--- config.mk ---
export PLATFORM = sky130hd
export DESIGN_NAME = colony_tally
export DESIGN_NICKNAME = d
export VERILOG_FILES = /design/src/rtl/colony_tally_pkg.sv /design/src/rtl/colony_tally_drop_arbiter.sv /design/src/rtl/colony_tally.sv
export SDC_FILE = /design/constraint.sdc
export NUM_CORES = 1
export LEC_CHECK = 0
export BUFFER_PORTS_ARGS = -buffer_cell sky130_fd_sc_hd__buf_2
export CAP_MARGIN = 20
export CORE_MARGIN = 2
export CORE_UTILIZATION = 60
export DETAILED_ROUTE_END_ITERATION = 7
export PLACE_DENSITY = 0.85
export SYNTH_ARGS = -nofsm -noshare
export SYNTH_HDL_FRONTEND = slang
export SYNTH_SLANG_ARGS = --single-unit
export TNS_END_PERCENT = 50
--- constraint.sdc ---
create_clock -name newLocClock -period 14.49 [get_ports newLocClock]
set_input_delay 4.347 -clock newLocClock [delete_from_list [all_inputs] [get_ports newLocClock]]
set_output_delay 4.347 -clock newLocClock [all_outputs]
set_load 0.05 [all_outputs]
--- src/rtl/colony_tally_pkg.sv ---
// Shared sizing constants and types for the colony sugar tally.
package colony_tally_pkg;

  localparam int unsigned ANT_num       = 8;
  localparam int unsigned NEST_num      = 4;
  localparam int unsigned NEST_num_bits = 2;
  localparam int unsigned COUNT_bits    = 16;
  localparam int unsigned ANT_idx_bits  = (ANT_num > 1) ? $clog2(ANT_num) : 1;

  typedef logic [NEST_num_bits-1:0] nest_id_t;

endpackage

--- src/rtl/colony_tally_drop_arbiter.sv ---
// Edge-detects per-ant drops, queues them in a pending bitmap and grants the
// lowest-index pending ant each cycle; flags drops lost to an occupied slot.
module drop_arbiter
  import colony_tally_pkg::*;
(
  input  logic                    i_clk,
  input  logic                    i_rst,
  input  logic                    i_run,
  input  logic                    i_clr,
  input  logic [ANT_num-1:0]      i_ant_drop,
  output logic                    o_grant_valid,
  output logic [ANT_idx_bits-1:0] o_grant_idx,
  output logic                    o_busy,
  output logic                    o_lost_drop
);

  logic [ANT_num-1:0]      r_pending;
  logic [ANT_num-1:0]      r_prev_drop;
  logic                    r_lost;
  logic [ANT_num-1:0]      w_capture;
  logic [ANT_num-1:0]      w_grant_oh;
  logic                    w_found;
  logic [ANT_idx_bits-1:0] w_idx;

  always_comb begin
    w_capture = i_ant_drop & ~r_prev_drop & {ANT_num{i_run}};
  end

  always_comb begin
    w_found    = 1'b0;
    w_idx      = '0;
    w_grant_oh = '0;
    for (int unsigned i = 0; i < ANT_num; i++) begin
      if (r_pending[i] && !w_found) begin
        w_found       = 1'b1;
        w_idx         = ANT_idx_bits'(i);
        w_grant_oh[i] = 1'b1;
      end
    end
  end

  always_ff @(posedge i_clk) begin
    if (i_rst) begin
      r_pending   <= '0;
      r_prev_drop <= '0;
      r_lost      <= 1'b0;
    end else begin
      r_prev_drop <= i_ant_drop;
      if (i_clr) begin
        r_pending <= '0;
        r_lost    <= 1'b0;
      end else begin
        // A capture on the ant being granted re-arms it rather than being lost.
        r_pending <= (r_pending & ~w_grant_oh) | w_capture;
        if (|(w_capture & r_pending & ~w_grant_oh)) r_lost <= 1'b1;
      end
    end
  end

  assign o_grant_valid = w_found;
  assign o_grant_idx   = w_idx;
  assign o_busy        = |r_pending;
  assign o_lost_drop   = r_lost;

endmodule

--- src/rtl/colony_tally.sv ---
// Per-nest sugar delivery counters with saturating total, leader tracking and
// a rotating registered readout for the HEX displays.
module colony_tally
  import colony_tally_pkg::*;
(
  input  logic                           newLocClock,
  input  logic                           RESET_SIM,
  input  logic                           RUN,
  input  logic                           clear_counts,
  input  logic [ANT_num-1:0]             ant_drop,
  input  logic [ANT_num*NEST_num_bits-1:0] ant_nest,
  input  logic                           disp_tick,
  output logic [NEST_num*COUNT_bits-1:0] nest_count,
  output logic [COUNT_bits-1:0]          total_count,
  output nest_id_t                       leader_nest,
  output nest_id_t                       disp_nest,
  output logic [COUNT_bits-1:0]          disp_count,
  output logic                           busy,
  output logic                           lost_drop
);

  logic [COUNT_bits-1:0]   r_count [NEST_num];
  logic [COUNT_bits-1:0]   r_total;
  nest_id_t                r_leader;
  nest_id_t                r_disp_nest;
  logic [COUNT_bits-1:0]   r_disp_count;

  logic                    w_grant_valid;
  logic [ANT_idx_bits-1:0] w_grant_idx;
  nest_id_t                w_grant_nest;
  logic [COUNT_bits-1:0]   w_sel_count;
  logic [COUNT_bits-1:0]   w_next_count;

  drop_arbiter u_arb (
    .i_clk        (newLocClock),
    .i_rst        (RESET_SIM),
    .i_run        (RUN),
    .i_clr        (clear_counts),
    .i_ant_drop   (ant_drop),
    .o_grant_valid(w_grant_valid),
    .o_grant_idx  (w_grant_idx),
    .o_busy       (busy),
    .o_lost_drop  (lost_drop)
  );

  always_comb begin
    w_grant_nest = ant_nest[w_grant_idx*NEST_num_bits +: NEST_num_bits];
    w_sel_count  = r_count[w_grant_nest];
    w_next_count = (w_sel_count == '1) ? w_sel_count : w_sel_count + 1'b1;
  end

  always_ff @(posedge newLocClock) begin
    if (RESET_SIM) begin
      for (int unsigned n = 0; n < NEST_num; n++) r_count[n] <= '0;
      r_total      <= '0;
      r_leader     <= '0;
      r_disp_nest  <= '0;
      r_disp_count <= '0;
    end else begin
      if (disp_tick)
        r_disp_nest <= (r_disp_nest == nest_id_t'(NEST_num-1)) ? '0 : r_disp_nest + 1'b1;
      if (clear_counts) begin
        for (int unsigned n = 0; n < NEST_num; n++) r_count[n] <= '0;
        r_total      <= '0;
        r_leader     <= '0;
        r_disp_count <= '0;
      end else begin
        r_disp_count <= r_count[r_disp_nest];
        if (w_grant_valid) begin
          r_count[w_grant_nest] <= w_next_count;
          if (r_total != '1) r_total <= r_total + 1'b1;
          // Strictly-greater keeps the incumbent on ties.
          if (w_next_count > r_count[r_leader]) r_leader <= w_grant_nest;
        end
      end
    end
  end

  always_comb begin
    nest_count = '0;
    for (int unsigned n = 0; n < NEST_num; n++)
      nest_count[n*COUNT_bits +: COUNT_bits] = r_count[n];
  end

  assign total_count = r_total;
  assign leader_nest = r_leader;
  assign disp_nest   = r_disp_nest;
  assign disp_count  = r_disp_count;

endmodule

==> results.cfg <==
[clock_network]
cts_tree = built
clk_pin_slew_ns = 0.06
cts_max_level = 4
clk_latency_ns = 0.42
cts_num_sinks = 119
cts_buffer_depth = 2
post_cts_buffers = 0
cts_resized = 0
cts_root_buffer = clkbuf_16
cts_made_buffers = 17
hold_buffers = 0

[die]
coreArea_um2 = 11400
die-area_um2 = 12500
rows = 39
die_y_um = 112
die_w_um = 112
floorplan.initialDensity_pct = 61.2
ios = 131

[route]
drtIter0Drc = 446
wl_per_cell_um = 20.3
avgViaCountPerCell = 6.26
dr_total_vias = 5668
postRouteAntennaNets = 0
dr.pass1.iters = 4
route.detailed.drc = 0
routed_wl_um = 18400

[hold_path]
hold_start = total_count[9]
worst_hold_path_type = flop to flop

[placement]
placed_area_um2 = 7650
pre_cts_ws_ns = 4.45
port_buffers = 130
dp.cells = 873
gp_congestion = 0.882
dp_hpwl_um = 12600

[worst_setup_path]
critPathMaxStageDelay_ns = 0.93
worstSetupStartpointType = input port
worstPathArrival_ns = 9.94
crit_slowest_cell = mux2_2
cp-startpoint = ant_nest[14]
critPathRequiredTime_ns = 14.76
crit_path_frequent_cell = o21a_1
crit_path_max_fanout = 36
crit_chain = buf_2 > mux2i_1 > mux2i_1 > mux2_2 > mux2i_1 > mux2i_2 > nand4_2 > nor3_4 > a21boi_1 > xnor2_1 > ha_1 > nor2b_1 > o21a_1 > o21a_1 > o21a_1 > o21a_1 > o21a_1 > o21a_1 > o21ai_0 > a21oi_1 > nor3_1 > nor3_1
critPathKind = input port to flop
endpoint_kind = flop
r2r_start = u_arb.r_pending[1]

[final_layout]
layout_commonest_cell = buf_2
nets = 796
final_cell_mix = 130 x buf_2, 71 x nor2_1, 64 x edfxtp_1
layout-drive-gt1-share_pct = 30.4
layoutNonFillerInstCount = 905
area_growth_pct = 18.0
n_antenna_cell = 0
final_cell_area_um2 = 8210
fillers = 776

[timing]
final_hold_viol_count = 0
fmax_mhz = 103
setup_violations = 0
setup_tns_ns = 0
relSlewSlack_pct = 24.9
fin_crit_sh_pct = 66.7
period_needed_ns = 9.67
skew_ns = 0.0105
rsz0062_at_grt = no
slew_viol_final = 0
final.setup.worst_slack_ns = 4.82
tightest_slew_ns = 1.13

[global_route]
grt_max_degree = 37
track_usage_pct = 29.8
grt_pass1_vias = 5583
grt_overflow = 0
grt_pass1_wl_um = 29200
antenna_found_initial = 0

[run_status]
status = complete, no violations

[logic_synthesis]
ys_seq_area_share_pct = 43.5
postSynth.asyncResetShare_pct = 0
syn_inst = 629
synth_edf_count = 64
ys_types = 60
synth_top_flop_cell = edfxtp_1
yosys_warnings = 0
syn_area_per_cell_um2 = 11.1
ys_ff_latch = 119
synth_area_um2 = 6960
syn-num-nets = 676

[job]
cap_violations = 0

[power_and_ir_drop]
cellLeakagePower_nw = 3.46
power.density_nw_per_um2 = 126
peakVddDrop_uv = 77.7
finalPower_mw = 1.04
[sequential cells by signal, indices dropped and copies added, names as in the netlist, named ones only]
signal,count
u_arb.r_prev_drop,8
u_arb.o_lost_drop,1
u_arb.r_pending,8
disp_count,16
r_count,64
disp_nest,2
total_count,16
leader_nest,2
[routing by layer]
| layer | vias up | share of wire, % | track usage (%) |
|---|---|---|---|
| li1 | 2547 | - | - |
| met1 | 2743 | 40 | 39.6 |
| met2 | 335 | 49 | 48.0 |
| met3 | 43 | 8.8 | 6.59 |
| met4 | 0 | 2.4 | 12.1 |
| met5 | - | 0 | 0 |
[Yosys cell counts (all sizes together), types with 15 or more instances]
cell / count / area (um2)
mux2i: 64 / 648
nor2: 72 / 278
clkbuf: 19 / 71.3
o21ai: 15 / 75.1
ha: 18 / 225
nor3: 30 / 173
nand2: 45 / 171
edfxtp: 64 / 1920
inv: 30 / 113
a21oi: 29 / 156
and2: 18 / 113
dfxtp: 55 / 1100
mux4: 33 / 743
[power by group]
group	leakage (nW)	internal [mW]	switching (mW)
Sequential	1.16	0.371	0.0176
Clock	0.269	0.254	0.150
Combinational	2.03	0.0880	0.155
[kinds of logic after synthesis]
group / after synthesis / synth area share (%)
xor+xnor: 13 / 1.64
compound gates: 71 / 7.18
flops: 119 / 43.5
simple gates: 235 / 18.1
fa+ha+maj: 18 / 3.24
mux: 110 / 22.2
buf+inv: 63 / 4.17
[worst max-delay path: cells and delay by family]
kind / cells / cell delay [ns]
compound gates: 9 / 1.65
xor+xnor: 1 / 0.23
buf+inv: 1 / 0.08
mux: 5 / 1.81
simple gates: 5 / 1.44
fa+ha+maj: 1 / 0.34
[area by class of cell]
class,count,area [um2],area share (%)
clock buffer,21,450,5.49
clock inverter,11,106,1.30
inverter,30,113,1.37
multi-input combinational,447,3650,44.5
sequential,119,3020,36.8
tap,143,179,2.18
timing repair buffer,134,681,8.29
[worst paths after layout]
kind / endpoint / slack [ns] / cells past startpoint
worst max-delay path: leader_nest[1] / 4.82 / 22
worst min-delay path: total_count[9] / 0.50 / 2
worst max register to register: leader_nest[1] / 7.47 / 23
worst min register to register: total_count[9] / 0.50 / 2
[stage by stage]
stage | utilization, % | hold WS [ns]
floorplan | - | 0.481
global placement | 67.3 | 0.480
detailed placement | 67.3 | 0.492
CTS | 72.2 | 0.501
global route | 72.2 | 0.527
finish | 72.2 | 0.502
Note: power is estimated with default switching activity, not from simulation.
